--- src/rtl/gs_clk_select_if.sv ---
// Signal bundle for the selectable clock generator: the asynchronous select
// pins, the external reference input and the generated clock output.
`timescale 1ns/1ps

interface gs_clk_select_if;
    logic clk20in;
    logic clksel0;
    logic clksel1;
    logic clkout;

    // Board/driver side: drives the selects and the reference, sees the clock.
    modport master (
        output clk20in,
        output clksel0,
        output clksel1,
        input  clkout
    );

    // Generator side: samples the selects and the reference, drives the clock.
    modport slave (
        input  clk20in,
        input  clksel0,
        input  clksel1,
        output clkout
    );
endinterface

--- src/rtl/gs_clk_select.sv ---
// Glitch-free selectable clock generator. clkout is a flop output derived
// from clk24in: /2, /4, /8, or a resampled copy of clk20in. A source change
// lets the current high phase finish, then holds clkout low for a guard gap
// before restarting the divider on the new source.
`timescale 1ns/1ps

module gs_clk_select #(
    parameter int SYNC_STAGES = 2,
    parameter int GAP_CYCLES  = 2
) (
    input  logic            clk24in,
    input  logic            coldres,
    gs_clk_select_if.slave  bus
);

    localparam int GW = (GAP_CYCLES > 1) ? $clog2(GAP_CYCLES) : 1;
    localparam logic [GW-1:0] GAP_LAST = GW'(GAP_CYCLES - 1);

    typedef enum logic [1:0] {
        RUN   = 2'd0,
        DRAIN = 2'd1,
        GAP   = 2'd2
    } state_t;

    // Selected source value for a given select code, divider count and
    // resampled reference.
    function automatic logic src(input logic [1:0] s, input logic [2:0] c, input logic x);
        logic v;
        case (s)
            2'b00:   v = c[0];
            2'b01:   v = c[1];
            2'b11:   v = c[2];
            2'b10:   v = x;
            default: v = 1'b0;
        endcase
        return v;
    endfunction

    logic [SYNC_STAGES-1:0] sel0_sync;
    logic [SYNC_STAGES-1:0] sel1_sync;
    logic [SYNC_STAGES-1:0] c20_sync;
    logic [1:0]             sel_s;
    logic                   c20_s;

    state_t                 state;
    logic [1:0]             cur_sel;
    logic [2:0]             cnt;
    logic [GW-1:0]          gcnt;
    logic                   clkout_r;
    logic                   src_now;

    assign sel_s   = {sel1_sync[SYNC_STAGES-1], sel0_sync[SYNC_STAGES-1]};
    assign c20_s   = c20_sync[SYNC_STAGES-1];
    assign bus.clkout = clkout_r;

    // Resynchronise the asynchronous select pins and the external reference.
    always_ff @(posedge clk24in) begin
        if (coldres) begin
            sel0_sync <= '0;
            sel1_sync <= '0;
            c20_sync  <= '0;
        end else begin
            sel0_sync <= {sel0_sync[SYNC_STAGES-2:0], bus.clksel0};
            sel1_sync <= {sel1_sync[SYNC_STAGES-2:0], bus.clksel1};
            c20_sync  <= {c20_sync[SYNC_STAGES-2:0],  bus.clk20in};
        end
    end

    // Value the current source presents this cycle.
    always_comb begin
        src_now = 1'b0;
        if (state != GAP) begin
            src_now = src(cur_sel, cnt, c20_s);
        end else begin
            src_now = 1'b0;
        end
    end

    // Switch controller: run the selected source, drain its high phase on a
    // select change, hold a low guard gap, then restart on the new source.
    always_ff @(posedge clk24in) begin
        if (coldres) begin
            state    <= RUN;
            cur_sel  <= 2'b00;
            cnt      <= 3'd0;
            gcnt     <= '0;
            clkout_r <= 1'b0;
        end else begin
            case (state)
                RUN: begin
                    clkout_r <= src_now;
                    cnt      <= cnt + 3'd1;
                    if (sel_s != cur_sel) begin
                        state <= DRAIN;
                    end
                end
                DRAIN: begin
                    if (clkout_r) begin
                        // Let the high phase finish at its natural length.
                        clkout_r <= src_now;
                        cnt      <= cnt + 3'd1;
                    end else begin
                        clkout_r <= 1'b0;
                        gcnt     <= '0;
                        state    <= GAP;
                    end
                end
                GAP: begin
                    clkout_r <= 1'b0;
                    if (gcnt == GAP_LAST) begin
                        // Take whatever select is present now, even if it
                        // matches the old one; divider restarts from zero.
                        cur_sel <= sel_s;
                        cnt     <= 3'd0;
                        gcnt    <= '0;
                        state   <= RUN;
                    end else begin
                        gcnt <= gcnt + GW'(1);
                    end
                end
                default: begin
                    state    <= RUN;
                    cnt      <= 3'd0;
                    gcnt     <= '0;
                    clkout_r <= 1'b0;
                end
            endcase
        end
    end

endmodule

--- src/flat_wrapper.sv ---
// flat-port wrapper written by rule: the top's interface ports become plain ports
module gs_clk_select_flat 
#(
    parameter int SYNC_STAGES = 2,
    parameter int GAP_CYCLES  = 2
)
  (clk24in, coldres, bus_clk20in, bus_clksel0, bus_clksel1, bus_clkout);
  gs_clk_select_if bus_i ();
  input  logic clk24in;
  input  logic coldres;
  input wire logic [$bits(bus_i.clk20in)-1:0] bus_clk20in;
  input wire logic [$bits(bus_i.clksel0)-1:0] bus_clksel0;
  input wire logic [$bits(bus_i.clksel1)-1:0] bus_clksel1;
  output wire logic [$bits(bus_i.clkout)-1:0] bus_clkout;
  assign bus_i.clk20in = bus_clk20in;
  assign bus_i.clksel0 = bus_clksel0;
  assign bus_i.clksel1 = bus_clksel1;
  assign bus_clkout = bus_i.clkout;
  gs_clk_select #(.SYNC_STAGES(SYNC_STAGES), .GAP_CYCLES(GAP_CYCLES)) u_core (.clk24in(clk24in), .coldres(coldres), .bus(bus_i));
endmodule
--- config.mk ---
export PLATFORM = sky130hd
export DESIGN_NAME = gs_clk_select_flat
export DESIGN_NICKNAME = d
export VERILOG_FILES = /design/src/rtl/gs_clk_select_if.sv /design/src/rtl/gs_clk_select.sv /design/src/flat_wrapper.sv
export SDC_FILE = /design/constraint.sdc
export NUM_CORES = 1
export LEC_CHECK = 0
export ABC_CLOCK_PERIOD_IN_PS = 3800
export CAP_MARGIN = 20
export CORE_ASPECT_RATIO = 1.1
export CORE_MARGIN = 8
export CORE_UTILIZATION = 25
export CTS_BUF_LIST = sky130_fd_sc_hd__clkbuf_16
export DETAILED_ROUTE_END_ITERATION = 6
export GPL_TIMING_DRIVEN = 1
export PLACE_DENSITY = 0.48
export SLEW_MARGIN = 20
export SYNTH_ARGS = -nofsm -noshare
export SYNTH_HDL_FRONTEND = slang
export SYNTH_SLANG_ARGS = --single-unit
--- constraint.sdc ---
create_clock -name clk24in -period 3.8 [get_ports clk24in]
set_clock_uncertainty 0.15 [all_clocks]
set_input_delay 0.38 -clock clk24in [delete_from_list [all_inputs] [get_ports clk24in]]
set_output_delay 0.38 -clock clk24in [all_outputs]
set_load 0.02 [all_outputs]
==> flow_results.org <==
** Route
- Total number of vias :: slightly above 400
- For this run, the detailed router's first-pass iteration total came to 2.
- Count of unresolved DRC violations after routing :: 0
- Dividing the detail-routed wire length by the instance count gives approximately 10 um.
- Using the TritonRoute via totals, the vias-per-cell ratio works out to around 4.4.
- Residual antenna-violating net count after detailed routing :: 0
- Aggregate routed wire length :: slightly below 1000 um
- Number of design-rule violations left by the first detailed-router iteration :: 7

** Synthesis
- Yosys printed 0 warnings.
- Syn Inst Count :: 56
- For this run, the leading register cell type out of synthesis is sky130_fd_sc_hd__dfxtp_1.
- Synthesized netlist net count :: 62
- Sequential element share of the synthesized area :: 53.0%
- The synthesized design contains 0 enable-type register cells.
- After synthesis, the netlist uses 23 different library cells.
- Share of async-settable or async-resettable flops after synthesis :: 0%
- Total standard cell area after synthesis :: 567 um^2
- Synthesis inferred 15 register bits.
- A synthesized cell averages roughly 10 um^2.

** CTS
- The tree built by TritonCTS fans out to 15 sinks.
- Cell at the root of the clock tree :: sky130_fd_sc_hd__clkbuf_16
- TritonCTS clock tree :: done
- Clock tree synthesis inserted a total of 3 buffers.
- For this design, the CTS-stage hold fixing added 0 buffers.
- In this run the post-CTS setup repair buffer count came out at 0.
- Cts repair resizes :: 0
- After clock tree synthesis, the clock-pin slew on the worst setup and hold paths is around 0.050 ns.
- The later pin in the worst-skew pair is clocked with a latency of 0.24 ns.
- Maximum root-to-sink buffer count :: 2
- H-tree levels :: 1

** Global routing
- The first global-routing pass estimated roughly 1700 um of wire.
- Total Routing Usage GR :: roughly 6%
- Entering global routing, the biggest net connects 13 pins.
- The initial antenna violation count was 0.
- The total overflow left after global routing is 0.
- Number of global-route vias before repair :: ~390

** Die
- The die covers 4050 um^2.
- The initial utilization of the core area, before any placement, comes to between 20% and 30%.
- Vertical extent of the die :: 65.9 um
- After floorplanning, the core was sized to cover 2210 um^2.
- Row Count :: 18
- Pin placement for this block handled 6 I/O pins.
- In this run the horizontal extent of the chip is 61.4 um.

** Pwr
- The design draws ~480 uW.
- Pint :: roughly 360 uW
- Net Switching :: around 120 uW
- IR analysis of the VDD net gives a maximum drop of slightly below 0.0004 V.
- In this run, flip-flops and latches consume about two fifths of the power.
- Combinational share of power :: roughly 17%
- In this run the static leakage power is about 0.00029 uW.
- In this run switching power makes up 24.2% of total power.
- The clock network burns between 40% and 50% of the power.
- Power spread over the standard cell area amounts to between 600 and 700 nW/um^2.

** Outcome
- The run finished with clean final reports.

** Place
- The congestion estimate from routability-driven global placement came to approximately 0.73.
- Post-detailed-placement half-perimeter wirelength :: between 600 and 700 um
- Port bufs :: 5
- Prior to clock tree synthesis, the placed netlist has a worst setup slack of between 2 and 2.5 ns.

** Setup path
- Counting both buffers and inverters, the worst setup path holds a total of 1.
- Crit path launch type :: flip-flop
- Worst setup path category :: flip-flop to output port
- Kind of end point of the critical path :: output port
- For the worst setup path, the data required time is 3.27 ns.
- The signal on the critical path passes through clkdlybuf4s50_1.
- Maximum net fanout on the critical path :: 3
- The largest single stage delay on the critical path is a little over 0.6 ns.
- CP top delay family :: buffers and inverters
- The largest individual stage delay along the critical path comes from the cell sky130_fd_sc_hd__clkdlybuf4s50_1.
- Arrival time reported for the critical path endpoint :: approximately 1.2 ns

** Cells and area
- Of the cells placed in the final design, the portion with a size suffix greater than 1 is under 10%.
- The final layout contains roughly 70 nets.
- Area added between synthesis and finish :: 28.7%
- Number of fill cells :: 242
- The number of antenna diodes in the final layout is 0.

** Timing
- Final hold violation count :: 0
- Final critical delay including setup and external delays :: 1.72 ns
- For the pin with the worst max-slew slack, the measured transition is between 0.6 and 0.7 ns.
- TNS Setup :: 0 ns
- Fin worst setup slack :: around 2.1 ns
- After layout, the worst path uses 45.3% of the clock period.
- Timing would allow up to between 500 and 600 MHz.
- RSZ-0062 raised after global routing :: no
- Max Slew Vio Count :: 0
- Setup violations remaining at the end of the flow were counted as 0.
- Worst rel slew slack :: about three fifths

** Flow run
- Max-capacitance violation count :: 0

** Hold path
- Class of the worst hold path :: flip-flop to flip-flop
[routing by layer]
layer  vias to the layer above  share of wire, %  global-route usage (%)
li1                        206                 -                       -
met1                       192                47                    6.10
met2                         7                42                    7.59
met4                         0               5.7                    6.84
met3                         4               5.1                    3.70
met5                         -                 0                       0
[flip-flops by register name, summed over array words and instances (netlist names)]
name               flops
u_core.cur_sel         2
u_core.bus.clkout      1
u_core.cnt             3
u_core.state           2
u_core.c20_sync        2
u_core.sel1_sync       2
u_core.gcnt            1
u_core.sel0_sync       2
[cells in the final DEF, fill, tap and decap left out]
cell	synthesis	layout
sky130_fd_sc_hd__or3_2	1	1
sky130_fd_sc_hd__nor3_1	1	1
sky130_fd_sc_hd__ha_1	1	1
sky130_fd_sc_hd__mux4_2	1	1
sky130_fd_sc_hd__clkdlybuf4s50_1	0	5
sky130_fd_sc_hd__nand2b_1	1	1
sky130_fd_sc_hd__nor2_1	5	5
sky130_fd_sc_hd__dfxtp_1	15	15
sky130_fd_sc_hd__o31ai_1	1	1
sky130_fd_sc_hd__a21oi_1	4	4
sky130_fd_sc_hd__nor3b_2	1	1
sky130_fd_sc_hd__a31oi_1	1	1
sky130_fd_sc_hd__nand2_1	1	1
sky130_fd_sc_hd__xor2_1	1	1
sky130_fd_sc_hd__nand3b_1	1	1
sky130_fd_sc_hd__xnor2_1	1	1
sky130_fd_sc_hd__or4_1	1	1
sky130_fd_sc_hd__nand3_1	2	2
sky130_fd_sc_hd__nor3b_1	1	1
sky130_fd_sc_hd__mux2i_1	2	2
sky130_fd_sc_hd__nor2b_1	7	7
sky130_fd_sc_hd__clkbuf_16	0	3
sky130_fd_sc_hd__o21ai_0	3	3
sky130_fd_sc_hd__inv_1	3	4
[layout make-up]
class                   count  area (um^2)  area share [%]
flip-flops and latches     15          300            41.2
clock inverters             1         3.75           0.515
multi-input cells          37          251            34.5
well taps                  30         37.5            5.15
repair buffers              5         50.0            6.86
clock buffers               3         75.1            10.3
inverters                   3         11.3            1.54
[cells in the mapped netlist (2+ instances only)]
master                    number  share of area (%)
sky130_fd_sc_hd__o21ai_0       3                2.6
sky130_fd_sc_hd__dfxtp_1      15                 53
sky130_fd_sc_hd__a21oi_1       4                3.5
sky130_fd_sc_hd__nand3_1       2                1.8
sky130_fd_sc_hd__nor2b_1       7                7.7
sky130_fd_sc_hd__nor2_1        5                3.3
sky130_fd_sc_hd__inv_1         3                2.0
sky130_fd_sc_hd__mux2i_1       2                3.5
[final timing paths]
| path | slack, ns | depth (start not counted) | endpoint | from |
|---|---|---|---|---|
| worst max-delay path | 2.08 | 1 | bus_clkout | u_core.bus.clkout$_SDFF_PP0_ |
| worst min-delay path | 0.28 | 1 | u_core.sel0_sync[1]$_SDFF_PP0_ | u_core.sel0_sync[0]$_SDFF_PP0_ |
| worst max register to register | 2.31 | 3 | u_core.cnt[0]$_SDFFE_PP0P_ | u_core.state[0]$_SDFFE_PP0P_ |
| worst min register to register | 0.28 | 1 | u_core.sel0_sync[1]$_SDFF_PP0_ | u_core.sel0_sync[0]$_SDFF_PP0_ |
[logic make-up (layout without fill, tap and decap cells)]
kind of cell             count (synthesis)  count (layout)  share of synthesized area (%)
AO/OA/AOI/OAI                            9               9                           8.61
buffers and inverters                    4              12                           2.65
XOR/XNOR                                 2               2                           3.09
AND/OR/NAND/NOR                         22              22                           23.0
adder cells (fa/ha/maj)                  1               1                           2.21
flip-flops                              15              15                           53.0
multiplexers                             3               3                           7.51
[through the flow]
step / hold slack (ns) / utilization (%) / cells / area (um^2)
2_1_floorplan: 0.264 / - / 56 / 567
3_3_place_gp: 0.271 / 29.5 / 90 / 651
3_5_place_dp: 0.278 / 29.5 / 90 / 651
4_1_cts: 0.289 / 33.0 / 94 / 729
5_1_grt: 0.308 / 33.0 / 94 / 729
6_report: 0.282 / 33.0 / 94 / 729
[power by group through the flow]
stage | combinational (uW) | sequential [uW] | clock (uW)
6_report | 78.4 | 200 | 198
5_1_grt | 88.7 | 203 | 212
4_1_cts | 79.1 | 199 | 203
3_5_place_dp | 78.9 | 202 | 0
3_3_place_gp | 78.4 | 201 | 0
2_1_floorplan | 56.6 | 200 | 0
(Power assumes the default switching activity.)
